## src/rtl/ntt_pkg.sv

```systemverilog
// Shared types and helpers for the NTT butterfly scheduler and its write-back alignment.
package ntt_pkg;

  typedef enum logic [1:0] {
    IDLE  = 2'd0,
    ISSUE = 2'd1,
    DRAIN = 2'd2,
    DONE  = 2'd3
  } bf_state_t;

  localparam logic MODE_NTT  = 1'b0;
  localparam logic MODE_INTT = 1'b1;

  localparam int DEFAULT_LOG_N = 8;

  function automatic int calc_wb_lat(input int rd_lat, input int bf_lat);
    return rd_lat + bf_lat;
  endfunction

endpackage

```

## src/rtl/ntt_bf_sched_delay_line.sv

```systemverilog
// Resettable shift register; delays a bus by DEPTH cycles to match a datapath latency.
module delay_line #(
  parameter int WIDTH = 8,
  parameter int DEPTH = 1
) (
  input  logic             i_clk,
  input  logic             i_rst_n,
  input  logic [WIDTH-1:0] i_d,
  output logic [WIDTH-1:0] o_q
);

  logic [WIDTH-1:0] r_sr [DEPTH];

  always_ff @(posedge i_clk or negedge i_rst_n) begin
    if (!i_rst_n) begin
      for (int i = 0; i < DEPTH; i++) r_sr[i] <= '0;
    end else begin
      r_sr[0] <= i_d;
      for (int i = 1; i < DEPTH; i++) r_sr[i] <= r_sr[i-1];
    end
  end

  assign o_q = r_sr[DEPTH-1];

endmodule

```

## src/rtl/ntt_bf_sched.sv

```systemverilog
// In-place Gentleman-Sande NTT/INTT butterfly scheduler: read/twiddle address issue,
// stage drain, and latency-matched write-back addressing.
module ntt_bf_sched
  import ntt_pkg::*;
#(
  parameter int LOG_N  = DEFAULT_LOG_N,
  parameter int RD_LAT = 1,
  parameter int BF_LAT = 8
) (
  input  logic             clk,
  input  logic             rst_n,
  input  logic             start,
  input  logic             mode,
  output logic             busy,
  output logic             done,
  output logic             rd_en,
  output logic [LOG_N-1:0] rd_addr_a,
  output logic [LOG_N-1:0] rd_addr_b,
  output logic [LOG_N-1:0] tw_addr,
  output logic             bf_sel,
  output logic             wr_en,
  output logic [LOG_N-1:0] wr_addr_a,
  output logic [LOG_N-1:0] wr_addr_b
);

  localparam int H       = 1 << (LOG_N - 1);
  localparam int WB_LAT  = calc_wb_lat(RD_LAT, BF_LAT);
  localparam int CNT_MAX = (H > WB_LAT) ? H : WB_LAT;
  localparam int CW      = (CNT_MAX > 1) ? $clog2(CNT_MAX) : 1;
  localparam int SW      = $clog2(LOG_N);
  localparam int DLW     = 1 + 2 * LOG_N;
  localparam logic [LOG_N-1:0] ONE = LOG_N'(1);

  bf_state_t       r_state, w_state_nxt;
  logic [CW-1:0]   r_cnt, w_cnt_nxt;
  logic [SW-1:0]   r_s, w_s_nxt;
  logic            r_mode, w_mode_nxt;

  logic             r_busy, r_done, r_rd_en, r_bf_sel;
  logic [LOG_N-1:0] r_rd_a, r_rd_b, r_tw;

  logic [LOG_N-1:0] w_kx, w_h, w_t, w_j, w_a, w_b, w_tw;
  logic [LOG_N-2:0] w_tidx;
  logic [SW-1:0]    w_tsh;
  logic             w_issue_nxt;
  logic [DLW-1:0]   w_dl_q;

  always_comb begin
    w_state_nxt = r_state;
    w_cnt_nxt   = r_cnt;
    w_s_nxt     = r_s;
    w_mode_nxt  = r_mode;
    case (r_state)
      IDLE: begin
        if (start) begin
          w_mode_nxt  = mode;
          w_s_nxt     = SW'(LOG_N - 1);
          w_cnt_nxt   = '0;
          w_state_nxt = ISSUE;
        end
      end
      ISSUE: begin
        if (r_cnt == CW'(H - 1)) begin
          w_cnt_nxt   = '0;
          w_state_nxt = DRAIN;
        end else begin
          w_cnt_nxt = r_cnt + 1'b1;
        end
      end
      DRAIN: begin
        if (r_cnt == CW'(WB_LAT - 1)) begin
          w_cnt_nxt = '0;
          if (r_s == '0) begin
            w_state_nxt = DONE;
          end else begin
            w_s_nxt     = r_s - 1'b1;
            w_state_nxt = ISSUE;
          end
        end else begin
          w_cnt_nxt = r_cnt + 1'b1;
        end
      end
      DONE: begin
        w_state_nxt = IDLE;
      end
      default: begin
        w_state_nxt = IDLE;
      end
    endcase
  end

  // Addresses are formed from the next-cycle k/s so the outputs can be registered.
  always_comb begin
    w_issue_nxt = (w_state_nxt == ISSUE);
    w_kx   = LOG_N'(w_cnt_nxt);
    w_h    = ONE << w_s_nxt;
    w_t    = w_kx & (w_h - ONE);
    w_j    = w_kx >> w_s_nxt;
    w_a    = ((w_j << w_s_nxt) << 1) | w_t;
    w_b    = w_a + w_h;
    w_tsh  = SW'(LOG_N - 1) - w_s_nxt;
    w_tidx = w_t[LOG_N-2:0] << w_tsh;
    w_tw   = {w_mode_nxt, w_tidx};
  end

  always_ff @(posedge clk or negedge rst_n) begin
    if (!rst_n) begin
      r_state  <= IDLE;
      r_cnt    <= '0;
      r_s      <= '0;
      r_mode   <= MODE_NTT;
      r_busy   <= 1'b0;
      r_done   <= 1'b0;
      r_rd_en  <= 1'b0;
      r_rd_a   <= '0;
      r_rd_b   <= '0;
      r_tw     <= '0;
      r_bf_sel <= 1'b0;
    end else begin
      r_state  <= w_state_nxt;
      r_cnt    <= w_cnt_nxt;
      r_s      <= w_s_nxt;
      r_mode   <= w_mode_nxt;
      r_busy   <= (w_state_nxt == ISSUE) || (w_state_nxt == DRAIN);
      r_done   <= (w_state_nxt == DONE);
      r_rd_en  <= w_issue_nxt;
      r_rd_a   <= w_issue_nxt ? w_a  : '0;
      r_rd_b   <= w_issue_nxt ? w_b  : '0;
      r_tw     <= w_issue_nxt ? w_tw : '0;
      r_bf_sel <= (w_state_nxt != IDLE) ? w_mode_nxt : 1'b0;
    end
  end

  // Write-back tuple trails the read tuple by the full read + butterfly latency.
  delay_line #(
    .WIDTH (DLW),
    .DEPTH (WB_LAT)
  ) u_wb_dly (
    .i_clk   (clk),
    .i_rst_n (rst_n),
    .i_d     ({r_rd_en, r_rd_a, r_rd_b}),
    .o_q     (w_dl_q)
  );

  assign busy      = r_busy;
  assign done      = r_done;
  assign rd_en     = r_rd_en;
  assign rd_addr_a = r_rd_a;
  assign rd_addr_b = r_rd_b;
  assign tw_addr   = r_tw;
  assign bf_sel    = r_bf_sel;
  assign {wr_en, wr_addr_a, wr_addr_b} = w_dl_q;

endmodule

```

## config.mk

```make
export PLATFORM = sky130hd
export DESIGN_NAME = ntt_bf_sched
export DESIGN_NICKNAME = d
export VERILOG_FILES = /design/src/rtl/ntt_pkg.sv /design/src/rtl/ntt_bf_sched_delay_line.sv /design/src/rtl/ntt_bf_sched.sv
export SDC_FILE = /design/constraint.sdc
export NUM_CORES = 1
export LEC_CHECK = 0
export BUFFER_PORTS_ARGS = -buffer_cell sky130_fd_sc_hd__buf_2
export CORE_MARGIN = 10
export CORE_UTILIZATION = 55
export CTS_CLUSTER_SIZE = 12
export DETAILED_ROUTE_END_ITERATION = 6
export GPL_ROUTABILITY_DRIVEN = 1
export PLACE_DENSITY = 0.76
export SYNTH_ARGS = -nofsm -noshare
export SYNTH_HDL_FRONTEND = slang
export SYNTH_SLANG_ARGS = --single-unit
```

## constraint.sdc

```tcl
create_clock -name clk -period 5.3 [get_ports clk]
set_clock_uncertainty 0.05 [all_clocks]
set_input_delay 1.06 -clock clk [delete_from_list [all_inputs] [get_ports clk]]
set_output_delay 1.06 -clock clk [all_outputs]
set_load 0.05 [all_outputs]
```

==> results of run 1 <==
-- power by group through the flow --
stage / sequential (mW) / clock, mW / combinational (mW)
3_3_place_gp: 2.29 / 0 / 1.34
6_report: 2.31 / 1.20 / 1.33
5_1_grt: 2.38 / 1.29 / 1.43
3_5_place_dp: 2.33 / 0 / 1.34
2_1_floorplan: 2.56 / 0 / 0.750
4_1_cts: 2.33 / 1.23 / 1.34
-- synthesized netlist by cell type, types with 3 or more instances --
library cell  number  area share
a21o_1             3      0.0035
buf_4             18       0.021
inv_2              3      0.0018
a31oi_1            4      0.0039
dfrtp_1          194        0.76
and3_1             5      0.0049
or2_2              3      0.0029
nor2_1            19       0.011
xnor2_1            4      0.0055
inv_1             14      0.0082
ha_1              14       0.027
mux2i_1            8       0.012
nand2b_1           6      0.0059
nand2_1           23       0.013
buf_2              3      0.0023
a21oi_1           18       0.014
nor3_1             3      0.0023
and2_1             9      0.0088
o21ai_1            5      0.0039
o21ai_0            9      0.0070
clkbuf_1           6      0.0035
mux2_2             3      0.0053
xor2_1             3      0.0041
o22ai_1            3      0.0029
a211oi_1           3      0.0035
a41oi_1            3      0.0041
nor2b_1            9      0.0088
nand3_1            6      0.0047
-- per-stage QoR --
step | power [mW] | utilization | area [sq um] | hold WS (ps)
3_3_place_gp | 3.63 | 0.584 | 6670 | 281
6_report | 4.85 | 0.633 | 7230 | 296
4_1_cts | 4.91 | 0.633 | 7230 | 297
2_1_floorplan | 3.31 | - | 6410 | 281
3_5_place_dp | 3.67 | 0.584 | 6670 | 285
5_1_grt | 5.09 | 0.633 | 7230 | 303
-- worst paths after layout --
path | startpoint | to | slack (ps) | cells after the start
worst max-delay path | r_state[1] | rd_addr_b[6] | 1040 | 18
worst min-delay path | u_wb_dly.r_sr[127] | u_wb_dly.r_sr[110] | 300 | 0
worst max register to register | r_state[1] | rd_addr_b[6] | 1040 | 18
worst min register to register | u_wb_dly.r_sr[127] | u_wb_dly.r_sr[110] | 300 | 0
max in group asynchronous | rst_n | tw_addr[2] | 3450 | 2
min in group asynchronous | rst_n | u_wb_dly.o_q[16] | 700 | 1
-- metal layers --
layer	GRT usage	wire, um
met5	0	13
met4	0.0695	285
met3	0.0546	575
met2	0.235	5790
met1	0.166	4510
-- state kept, by name (all words and copies together), names as in the netlist --
name	count
u_wb_dly.o_q	17
tw_addr	8
u_wb_dly.r_sr	136
r_state	2
rd_en	1
r_mode	1
rd_addr_a	8
busy	1
bf_sel	1
done	1
r_s	3
rd_addr_b	8
r_cnt	7
-- kinds of logic after synthesis --
| group | after synthesis | share of synthesized area |
|---|---|---|
| AOI/OAI and AO/OA | 65 | 0.0664 |
| and+or+nand+nor | 92 | 0.0761 |
| xor gates and xnor gates | 7 | 0.00957 |
| DFF | 194 | 0.758 |
| other | 1 | 0.000585 |
| buffers and inverters | 46 | 0.0392 |
| muxes | 12 | 0.0201 |
| adders and majority gates | 15 | 0.0305 |
-- cell type report --
type / count / area, sq um / area share
sequential: 194 / 4850 / 0.672
clock inverter: 12 / 125 / 0.0173
clock buffer: 19 / 433 / 0.0599
multi-input combinational: 192 / 1300 / 0.180
tap: 143 / 179 / 0.0247
timing repair buffer: 51 / 272 / 0.0376
inverter: 17 / 63.8 / 0.00883
==> key figures, run 1 <==
Logic synthesis
  • Seq/Total Area, Yosys: 0.758
  • EDFF count, synth: 0
  • Synthesized area per cell: between 10 and 15 sq um
  • Mapped Area: between 6000 and 7000 sq um
  • Register bit total from synthesis: 194
  • Post-Syn Nets: approximately 450
  • Ys flop type: dfrtp_1
  • Async SR Flop Fraction: 1.00
  • Post-synth cell types: 54
  • Cells after Synth: roughly 430
  • Synth warn: 0

Clock network
  • H-tree Lvls: 4
  • Clock tree buffer depth: 2
  • Worst-Skew Late Latency: around 420 ps
  • Clock Sinks: 194
  • Post-CTS Resized: 0
  • CTS tree: yes
  • Number of CTS-inserted buffers: 17
  • Post-CTS Repair Setup Buffers: 0
  • Root Driver: clkbuf_16
  • # hold bufs at CTS: 0
  • Clock edge transition at the registers on the reported setup and hold paths: ~70 ps

Power
  • Comb pwr share: 0.275
  • PD cells: about 670 nW/um^2
  • Leakage: 3.50 nW
  • Clock share of power: 0.248
  • Max VDD drop: about 0.54 mV
  • Sequential power share: 0.477
  • Pint: 3.09 mW
  • Sw Ratio: 0.363
  • Net Switching: approximately 1.8 mW

Floorplan
  • Core area: approximately 11,000 sq um
  • Initial core utilization: 0.561
  • Row Count: 39
  • Ports: around 50
  • Die H: roughly 130 um
  • Die Area: around 16,000 sq um
  • Die width: 128 um

Timing
  • Unrepaired setup endpoints after global routing: no
  • Max-slew headroom: 0.384
  • TNS Setup: 0 ps
  • Min setup slack post-route: between 1000 and 1500 ps
  • Pins Over Slew Limit: 0
  • Worst slew pin tran: 924 ps
  • Final hold vios: 0
  • Period utilization: 0.804
  • Fin crit period: 4260 ps
  • F_max: approximately 0.23 GHz
  • Final setup vio count: 0

Global route
  • Gr usage total: 0.145
  • Largest net degree at the start of global routing: about 130
  • First-pass GRT wire length: about 18,000 um
  • Initial antenna violation count: 1
  • Vias in the first global route: around 3,500
  • Grt ovf: 0

Layout
  • Antenna cell count: 0
  • Fin cells: approximately 630
  • Fillers: ~830
  • Layout Nets: approximately 490
  • Share of cells above drive strength 1: 0.198
  • Layout area overhead: 12.8%
  • Most frequent cells in the layout: dfrtp_1, buf_2, nand2_1
  • Most common cell after layout, fill and taps aside: dfrtp_1

Placement
  • Placed insts: slightly below 600
  • PortBufs: between 40 and 50
  • Dpl hpwl: 7180 um
  • GPL Wtd Cong: between 0.8 and 0.9
  • Dpl ws: around 720 ps

Critical path
  • Worst Setup Start Kind: register
  • Worst EP arrival: 4520 ps
  • Data required time of the critical path: roughly 5600 ps
  • Crit end category: register
  • Worst path max stage delay: around 700 ps
  • Critical path peak fanout: 19
  • CP delay by family, top: simple AND/OR/NAND/NOR gates
  • Crit path buf inv count: 1
  • Crit path cell chain: nor2b_1 > nand3_2 > mux2_2 > nand2_1 > nor2_1 > inv_1 > ha_1 > and2_1 > o21ai_0 > o21ai_1 > ha_1 > nor2b_1 > o21ai_0 > nand2b_1 > a21o_1 > a21oi_1 > xnor2_1 > and2_1
  • Slowest cell on crit path: dfrtp_1
  • Critical path class: reg2reg

Worst hold path
  • HP Class: reg2reg

Run status
  • Status: complete, no violations

Detailed routing
  • Vias: approximately 3,300
  • Remaining antenna violation count after routing: 0
  • DRC Markers: 0
  • DR iter-0 viols: 194
  • WL/cell: between 15 and 20 um
  • Via density: a little over 5
  • WL final: around 11,000 um
  • DRT Pass-1 Iters: 4

Job
  • Max Cap Viol: 0
(Power assumes the default switching activity.)
==> run 2: changes to the inputs <==
==> constraint.sdc (replaced) <==
create_clock -name clk -period 4.15 [get_ports clk]
set_clock_uncertainty 0.05 [all_clocks]
set_input_delay 0.83 -clock clk [delete_from_list [all_inputs] [get_ports clk]]
set_output_delay 0.83 -clock clk [all_outputs]
set_load 0.05 [all_outputs]
==> run 2 against run 1 <==
  * Die area unchanged
  * Combinational power up 36%
  * Worst hold slack about the same
  * First-iteration DRC count up 18%
  * Clock-buffer cell count down 1
  * Worst setup slack worse by 730 ps
  * Final area up 2.9%
  * Critical endpoint unchanged
==> key figures, run 2 (synthesized netlist as in run 1, its figures left out) <==
Critical path
  • Worst EP arrival: just over 4000 ps
  • Critical path peak fanout: 6
  • Worst Setup Start Kind: register
  • Data required time of the critical path: between 4000 and 5000 ps
  • Critical path class: reg2reg
  • Crit path cell chain: inv_1 > ha_1 > and4bb_4 > nand3_2 > mux2_4 > buf_12 > inv_2 > nor2_1 > nand2_1 > ha_2 > and2_1 > o21ai_0 > o21ai_1 > ha_1 > nor2b_1 > o21ai_0 > nand2b_1 > a21o_1 > a21oi_1 > xnor2_1 > and2_1
  • Worst path max stage delay: roughly 380 ps
  • Slowest cell on crit path: dfrtp_1
  • Crit end category: register

Floorplan
  • Die width: roughly 130 um
  • Core area: 11,400 sq um
  • Initial core utilization: 0.561
  • Die Area: about 16,000 sq um
  • Row Count: 39
  • Ports: approximately 50
  • Die H: about 130 um

Detailed routing
  • DR iter-0 viols: 228
  • DRC Markers: 0
  • WL/cell: about 17 um
  • Vias: ~3,300
  • DRT Pass-1 Iters: 4
  • Remaining antenna violation count after routing: 0
  • Via density: between 5 and 6
  • WL final: 11,200 um

Timing
  • Final setup vio count: 0
  • Period utilization: 0.924
  • Max-slew headroom: 0.431
  • Unrepaired setup endpoints after global routing: no
  • Fin crit period: 3840 ps
  • TNS Setup: 0 ps
  • Hold_ws: around 300 ps
  • Worst slew pin tran: 854 ps
  • Final hold vios: 0
  • F_max: 0.261 GHz
  • Pins Over Slew Limit: 0

Clock network
  • H-tree Lvls: 4
  • CTS tree: yes
  • Worst-Skew Late Latency: approximately 420 ps
  • Clock tree buffer depth: 2
  • Number of CTS-inserted buffers: 17
  • # hold bufs at CTS: 0
  • Root Driver: clkbuf_16
  • Clock Sinks: roughly 190
  • Clock edge transition at the registers on the reported setup and hold paths: about 70 ps

Power
  • Max VDD drop: 0.585 mV
  • Leakage: between 3 and 4 nW
  • PD cells: approximately 860 nW/um^2

Layout
  • Layout area overhead: 16.1%
  • Layout Nets: 510
  • Multi-input gate area: between 1000 and 1500 sq um
  • Biggest register: u_wb_dly.r_sr
  • Share of cells above drive strength 1: 0.234
  • Fillers: 812
  • Most frequent cells in the layout: dfrtp_1, buf_2, nand2_1
  • Register area: a little under 5000 sq um
  • Number of flip-flops in the largest register: between 100 and 150
  • Most common cell after layout, fill and taps aside: dfrtp_1

Worst hold path
  • HP Class: reg2reg

Run status
  • Status: complete, no violations

Global route
  • Largest net degree at the start of global routing: between 100 and 150
  • Gr usage total: 0.146
  • First-pass GRT wire length: around 18,000 um
  • Grt ovf: 0
  • Vias in the first global route: 3,494
  • Initial antenna violation count: 1

Placement
  • PortBufs: 48
  • GPL Wtd Cong: 0.923
  • Dpl hpwl: 7220 um

Job
  • Max Cap Viol: 0
run 2: cell types whose count changed in the layout (fill, tap and decap cells not counted), sizes merged:
cell | previous run | this run
bufinv | 1 | 2
clkinvlp | 2 | 0
buf | 50 | 68
clkbuf | 20 | 19
clkinv | 4 | 6
diode | 0 | 1
inv | 22 | 23
run 2: layout make-up:
class,count,area share
clock buffer,18,0.0577
sequential,194,0.652
timing repair buffer,69,0.0580
clock inverter,14,0.0229
inverter,17,0.00857
multi-input combinational,192,0.176
tap,143,0.0240
antenna,1,0.000336
run 2: report_power, final:
part           switching, mW  internal, mW  total, mW  leakage [nW]
combinational           1.30         0.506       1.81         0.975
sequential             0.275          2.65       2.93          2.36
clock                  0.720         0.910       1.63         0.296
run 2: worst max-delay path, delay by kind of cell (launching register included):
family / cells / cell delay [ps]
and+or+nand+nor: 8 / 1140
adders and majority gates: 3 / 690
AOI/OAI and AO/OA: 5 / 710
xor gates and xnor gates: 1 / 80
DFF: 1 / 380
buffers and inverters: 3 / 300
muxes: 1 / 360
run 2: worst paths after layout:
path | startpoint | endpoint | slack, ps | cells past startpoint
min in group asynchronous | rst_n | u_wb_dly.r_sr[42] | 460 | 1
min reg2reg | u_wb_dly.r_sr[93] | u_wb_dly.r_sr[76] | 300 | 0
min | u_wb_dly.r_sr[93] | u_wb_dly.r_sr[76] | 300 | 0
max in group asynchronous | rst_n | u_wb_dly.r_sr[58] | 2770 | 2
max reg2reg | r_cnt[0] | rd_addr_b[6] | 310 | 21
max | r_cnt[0] | rd_addr_b[6] | 310 | 21
run 2: stage by stage:
stage / power, mW / worst slack [ps] / utilization / std cells / cell area, sq um
after floorplan: 4.23 / 150 / - / 432 / 6410
after global placement: 4.72 / 164 / 0.596 / 613 / 6800
after detailed placement: 4.76 / 64.6 / 0.596 / 613 / 6800
after CTS: 6.43 / 219 / 0.648 / 645 / 7400
after global routing: 6.70 / 2.20 / 0.652 / 647 / 7440
final: 6.37 / 314 / 0.652 / 648 / 7440
run 2: timing repair:
item / CTS / global route
setup endpoints to repair: 0 / 2
buffers inserted: 0 / 2
gates resized for setup: 0 / 3
run 2: per-layer routing:
layer / share of wire / GRT usage
met1: 0.41 / 0.176
met2: 0.52 / 0.236
met3: 0.054 / 0.0434
met4: 0.023 / 0.0689
met5: 0 / 0
